<file path="config.mk">
export PLATFORM = sky130hd
export DESIGN_NAME = id_ex_control_stage
export DESIGN_NICKNAME = d
export VERILOG_FILES = /design/src/rtl/id_ex_control_stage.sv
export SDC_FILE = /design/constraint.sdc
export NUM_CORES = 1
export LEC_CHECK = 0
export BUFFER_PORTS_ARGS = -buffer_cell sky130_fd_sc_hd__clkbuf_2
export CAP_MARGIN = 20
export CORE_MARGIN = 2
export CORE_UTILIZATION = 25
export CTS_CLUSTER_DIAMETER = 200
export CTS_CLUSTER_SIZE = 28
export DETAILED_ROUTE_END_ITERATION = 6
export PLACE_DENSITY = 0.48
export SYNTH_ARGS = -nofsm -noshare
export SYNTH_HDL_FRONTEND = slang
export SYNTH_SLANG_ARGS = --single-unit
export TNS_END_PERCENT = 1
</file>
<file path="constraint.sdc">
create_clock -name clk -period 3.5 [get_ports clk]
set_input_delay 0.875 -clock clk [delete_from_list [all_inputs] [get_ports clk]]
set_output_delay 0.875 -clock clk [all_outputs]
set_load 0.02 [all_outputs]
</file>
<file path="src/rtl/id_ex_control_stage.sv">
// id_ex_control_stage
//   Decodes the IF/ID instruction into the main control signals and the
//   ALUOp/Funct pair for the EX-stage ALU control decoder. Registers them
//   into the ID/EX pipeline register. Inserts a one-cycle bubble on a
//   load-use hazard, honours downstream stall and flush, and keeps a
//   saturating count of accepted illegal instructions.
//
// Ports
//   clk, reset         rising-edge clock, asynchronous active-high reset
//   id_instr/id_valid  instruction word from IF/ID and its valid bit
//   stall              hold the ID/EX register
//   flush              load a bubble into ID/EX
//   hazard_stall       combinational: PC and IF/ID must hold this cycle
//   ex_*               ID/EX register contents (control, fields, immediate)
//   ill_count          saturating illegal-instruction count
module id_ex_control_stage #(
  parameter int ILL_CNT_W = 8
) (
  input  logic                 clk,
  input  logic                 reset,
  input  logic [31:0]          id_instr,
  input  logic                 id_valid,
  input  logic                 stall,
  input  logic                 flush,
  output logic                 hazard_stall,
  output logic                 ex_valid,
  output logic [2:0]           ex_ALUOp,
  output logic [5:0]           ex_Funct,
  output logic                 ex_RegWrite,
  output logic                 ex_RegDst,
  output logic                 ex_ALUSrc,
  output logic                 ex_MemRead,
  output logic                 ex_MemWrite,
  output logic                 ex_MemtoReg,
  output logic                 ex_Branch,
  output logic [4:0]           ex_rs,
  output logic [4:0]           ex_rt,
  output logic [4:0]           ex_rd,
  output logic [4:0]           ex_shamt,
  output logic [31:0]          ex_imm,
  output logic [ILL_CNT_W-1:0] ill_count
);

  typedef struct packed {
    logic        valid;
    logic [2:0]  alu_op;
    logic [5:0]  funct;
    logic        reg_write;
    logic        reg_dst;
    logic        alu_src;
    logic        mem_read;
    logic        mem_write;
    logic        mem_to_reg;
    logic        branch;
    logic [4:0]  rs;
    logic [4:0]  rt;
    logic [4:0]  rd;
    logic [4:0]  shamt;
    logic [31:0] imm;
  } ex_t;

  ex_t                  dec_p0;
  ex_t                  ex_p1;
  logic                 legal_p0;
  logic                 uses_rt_p0;
  logic                 hz_p0;
  logic [ILL_CNT_W-1:0] ill_p1;
  logic [5:0]           op_p0;
  logic [5:0]           funct_p0;

  function automatic logic [ILL_CNT_W-1:0] sat_inc(input logic [ILL_CNT_W-1:0] v);
    if (&v) return v;
    return v + {{(ILL_CNT_W-1){1'b0}}, 1'b1};
  endfunction

  assign op_p0    = id_instr[31:26];
  assign funct_p0 = id_instr[5:0];

  // ---- stage p0: decode ----
  always_comb begin
    dec_p0       = '0;
    legal_p0     = 1'b1;
    uses_rt_p0   = 1'b0;
    dec_p0.valid = 1'b1;
    dec_p0.funct = funct_p0;
    dec_p0.rs    = id_instr[25:21];
    dec_p0.rt    = id_instr[20:16];
    dec_p0.rd    = id_instr[15:11];
    dec_p0.shamt = id_instr[10:6];
    dec_p0.imm   = {{16{id_instr[15]}}, id_instr[15:0]};
    case (op_p0)
      6'b000000: begin
        uses_rt_p0       = 1'b1;
        dec_p0.alu_op    = 3'b110;
        dec_p0.reg_write = 1'b1;
        dec_p0.reg_dst   = 1'b1;
        case (funct_p0)
          6'b100000, 6'b100010, 6'b100100, 6'b100101, 6'b101010,
          6'b100111, 6'b100110, 6'b000000, 6'b000010, 6'b000011: legal_p0 = 1'b1;
          default: legal_p0 = 1'b0;
        endcase
      end
      6'b100011: begin
        dec_p0.alu_op     = 3'b000;
        dec_p0.reg_write  = 1'b1;
        dec_p0.alu_src    = 1'b1;
        dec_p0.mem_read   = 1'b1;
        dec_p0.mem_to_reg = 1'b1;
      end
      6'b101011: begin
        uses_rt_p0       = 1'b1;
        dec_p0.alu_op    = 3'b000;
        dec_p0.alu_src   = 1'b1;
        dec_p0.mem_write = 1'b1;
      end
      6'b000100: begin
        uses_rt_p0    = 1'b1;
        dec_p0.alu_op = 3'b001;
        dec_p0.branch = 1'b1;
      end
      6'b001000: begin
        dec_p0.alu_op    = 3'b000;
        dec_p0.reg_write = 1'b1;
        dec_p0.alu_src   = 1'b1;
      end
      6'b001010: begin
        dec_p0.alu_op    = 3'b100;
        dec_p0.reg_write = 1'b1;
        dec_p0.alu_src   = 1'b1;
      end
      6'b001100, 6'b001101, 6'b001110: begin
        // logical immediates are zero-extended
        dec_p0.alu_op    = (op_p0 == 6'b001100) ? 3'b010 :
                           (op_p0 == 6'b001101) ? 3'b011 : 3'b101;
        dec_p0.reg_write = 1'b1;
        dec_p0.alu_src   = 1'b1;
        dec_p0.imm       = {16'h0000, id_instr[15:0]};
      end
      default: legal_p0 = 1'b0;
    endcase
  end

  // Load-use: the load in EX writes a register this instruction reads.
  // Writes to $0 never create a dependency.
  assign hz_p0 = ex_p1.valid & ex_p1.mem_read & (ex_p1.rt != 5'd0) & id_valid & legal_p0 &
                 ((dec_p0.rs == ex_p1.rt) | (uses_rt_p0 & (dec_p0.rt == ex_p1.rt)));

  assign hazard_stall = hz_p0 & ~flush & ~stall;

  // ---- stage p1: ID/EX register ----
  always_ff @(posedge clk or posedge reset) begin
    if (reset) begin
      ex_p1  <= '0;
      ill_p1 <= '0;
    end else if (flush) begin
      ex_p1 <= '0;
    end else if (stall) begin
      ex_p1 <= ex_p1;
    end else if (hz_p0 || !id_valid) begin
      ex_p1 <= '0;
    end else if (!legal_p0) begin
      ex_p1  <= '0;
      ill_p1 <= sat_inc(ill_p1);
    end else begin
      ex_p1 <= dec_p0;
    end
  end

  assign ex_valid    = ex_p1.valid;
  assign ex_ALUOp    = ex_p1.alu_op;
  assign ex_Funct    = ex_p1.funct;
  assign ex_RegWrite = ex_p1.reg_write;
  assign ex_RegDst   = ex_p1.reg_dst;
  assign ex_ALUSrc   = ex_p1.alu_src;
  assign ex_MemRead  = ex_p1.mem_read;
  assign ex_MemWrite = ex_p1.mem_write;
  assign ex_MemtoReg = ex_p1.mem_to_reg;
  assign ex_Branch   = ex_p1.branch;
  assign ex_rs       = ex_p1.rs;
  assign ex_rt       = ex_p1.rt;
  assign ex_rd       = ex_p1.rd;
  assign ex_shamt    = ex_p1.shamt;
  assign ex_imm      = ex_p1.imm;
  assign ill_count   = ill_p1;

endmodule

</file>
==> impl_metrics.yaml <==
sta:
  fmax_mhz: 308.4
  tns_ps: 0
  period_share_pct: 92.64
  setup_viol: 0
  hold_violations: 0
  fin_worst_skew_ps: 6.866
  tightest_slew_ps: 928.4
  min_period_ps: 3243
  report.final.slew_viol_count: 0
  rsz0062_at_grt: "no"
  relSlewSlack_pct: 37.98
pwr:
  p_per_area_mw_per_mm2: 386.9
  p_leak_nw: 1.572
  peakVddDrop_mv: 0.1517
routing:
  highest_layer: "met4"
  drt-wirelength-per-cell_um: 14.46
  met1_length_um: 2936
  first_iter_violations: 98
  via_count: 1964
  route.detailed.drc: 0
  wl_met2_um: 2868
  dr_wl_met3_um: 487
  drt_first_pass_iters: 4
  ant_nets: 0
  drt_wl_total_um: 6378
  via_per_inst: 4.454
global_routing:
  grt_first_pass_wirelength_um: 9722
  grt_pass1_vias: 1847
  gr-total-overflow: 0
  grt_antenna_before_repair: 0
  track_usage_pct: 12.13
  grt_max_degree: 46
cts:
  cts_sinks: 45
  clk_pin_slew_worst_paths_ps: 80
  hold_buffers: 0
  clock_latency_ps: 300
  clockRootBuffer: "clkbuf_8"
  cts_buffer_depth: 2
  cts_tree: "done"
  cts_resized: 0
  cts.htree.levels: 2
  numCtsBuffers: 5
  cts_setup_buffers: 0
critical_path:
  arrival_ps: 2370
  crit_type: "in2out"
  timing.rr.start: "ex_rt[1]$_DFFE_PP0P_"
  cp-start-kind: "input port"
  startpoint: "id_instr[5]"
  required_ps: 2620
  cp_slowest_cell: "or4_4"
  reg2reg_depth: 6
  crit_path_max_fanout: 3
  cpMostUsedCell: "clkbuf_2"
  critical_path.max_stage_delay_ps: 540
  cp-end-kind: "output port"
  crit_path_cell_trace: "clkbuf_2 -> inv_1 -> maj3_2 -> or4_4 -> o21ai_4 -> nor4b_2 -> clkbuf_2"
floorplan:
  die_y_um: 101.5
  die_w_um: 101.5
  start_util_pct: 25.71
  rows: 35
  die_area_mm2: 0.01030
  num_io_pins: 115
  core_mm2: 0.009240
cells_and_area:
  nets: 349
  multi_input_area_um2: 934.6
  fin_util_pct: 32.27
  antenna_cells: 0
  syn_to_final_growth_pct: 25.49
  regArea_mm2: 0.001126
  drive_gt1_share_pct: 44.55
  nFillCells: 979
  instances_no_fill: 441
logic_synthesis:
  netlist_area_mm2: 0.002376
  ys_types: 44
  synth.avg_cell_area_um2: 10.42
  ys_seq_area_share_pct: 47.39
  syn_nets: 266
  ys_ff_latch: 45
  syn_inst: 228
  yosys_warnings: 0
place:
  dp.cells: 432
  hpwl_um: 4583
  gp_congestion: 0.7418
  port_buffers: 114
run_status:
  status: "completed"
min_path:
  hold_class: "in2async"
run:
  maxCapViolCount: 0
## through the flow
stage | power (mW) | instance area, µm² | hold slack (ps) | worst slack, ps
after CTS | 1.180 | 2962 | 499.6 | 256.4
final | 1.154 | 2982 | 446.2 | 257.5
after global placement | 0.8024 | 2860 | 472.5 | 253.1
after detailed placement | 0.8059 | 2860 | 476.3 | 267.6
after global routing | 1.230 | 2982 | 434.8 | 141.5
after floorplan | 0.7180 | 2382 | 592.5 | 222.1
## critical path: cells and delay by family
kind / cells / cell delay, ps
AND/OR/NAND/NOR: 2 / 740
AO/OA/AOI/OAI: 1 / 80
adder cells (fa/ha/maj): 1 / 320
buffers and inverters: 3 / 370
## final cells by class
class,instances,share of cell area (%)
Inverter,6,0.7554
Tap cell,129,5.413
Clock inverter,1,0.1679
Sequential cell,45,37.77
Clock buffer,7,3.231
Multi-Input combinational cell,132,31.35
Timing Repair Buffer,121,21.32
## report_power, final
group / total (mW) / switching (mW) / internal, mW
registers: 0.583 / 0.0358 / 0.547
logic: 0.210 / 0.131 / 0.0797
clock network: 0.361 / 0.182 / 0.179
## synthesized netlist by cell type, drive strengths merged
| library cell | instances | area [µm²] |
|---|---|---|
| a21boi | 1 | 7.510 |
| nand3 | 6 | 30.03 |
| xor2 | 10 | 87.58 |
| a22o | 28 | 245.2 |
| nand4 | 2 | 12.51 |
| nor3b | 1 | 7.510 |
| and4b | 1 | 10.01 |
| ha | 1 | 12.51 |
| nor2b | 1 | 6.260 |
| o2111ai | 1 | 15.01 |
| a31oi | 1 | 6.260 |
| o21ai | 8 | 51.30 |
| nand2b | 1 | 6.260 |
| nor4b | 1 | 8.760 |
| nor4 | 5 | 31.28 |
| o21bai | 1 | 7.510 |
| dfrtp | 45 | 1126 |
| a21oi | 6 | 33.78 |
| or3 | 1 | 6.260 |
| a32o | 1 | 10.01 |
| a21o | 1 | 7.510 |
| nand3b | 2 | 15.01 |
| or4 | 2 | 18.77 |
| nor3 | 9 | 50.05 |
| inv | 6 | 22.52 |
| clkbuf | 7 | 26.28 |
| buf | 38 | 280.3 |
| and3 | 1 | 11.26 |
| mux2 | 1 | 11.26 |
| nand4b | 1 | 8.760 |
| xnor2 | 8 | 70.07 |
| maj3 | 1 | 11.26 |
| nor2 | 8 | 30.03 |
| nand2 | 18 | 67.56 |
| o31ai | 2 | 15.01 |
| a2111oi | 1 | 8.760 |
## cells in the final DEF, fill, tap and decap left out, drive strengths merged, types with 7 or more instances in the layout
| cell | n |
|---|---|
| a22o | 28 |
| dfrtp | 45 |
| nor2 | 8 |
| o21ai | 8 |
| clkbuf | 121 |
| xnor2 | 8 |
| nor3 | 9 |
| nand2 | 18 |
| buf | 7 |
| xor2 | 10 |
## final timing paths
path | endpoint | slack, ps
min | ex_rs[2]$_DFFE_PP0P_ | 450
max | hazard_stall | 260
min reg2reg | ex_MemWrite$_DFFE_PP0P_ | 490
max reg2reg | ex_ALUOp[1]$_DFFE_PP0P_ | 1140
min in group clk | ex_MemWrite$_DFFE_PP0P_ | 490
max in group asynchronous | ill_count[1]$_DFFE_PP0P_ | 2600
## metal layers
layer / track usage [%] / up-vias
li1: - / 941
met2: 19.36 / 69
met3: 4.003 / 9
met5: 0 / -
met1: 15.61 / 945
met4: 3.742 / 0
## cells by family (layout without fill, tap and decap cells)
kind of cell	after synthesis	count (layout)	synth area share, %
AND/OR/NAND/NOR	60	60	13.48
AO/OA/AOI/OAI	51	51	17.17
buffers and inverters	51	135	13.85
flip-flops	45	45	47.39
XOR/XNOR	18	18	6.635
adder cells (fa/ha/maj)	2	2	1.000
multiplexers	1	1	0.4739
## state kept, by name, summed over array words and instances, names as in the netlist
register	cells
ex_RegDst	1
ex_ALUSrc	1
ex_MemRead	1
ill_count	8
ex_rt	5
ex_Funct	5
ex_MemWrite	1
ex_ALUOp	3
ex_rd	4
ex_imm	4
ex_valid	1
ex_RegWrite	1
ex_Branch	1
ex_shamt	4
ex_rs	5
(Power assumes the default switching activity.)
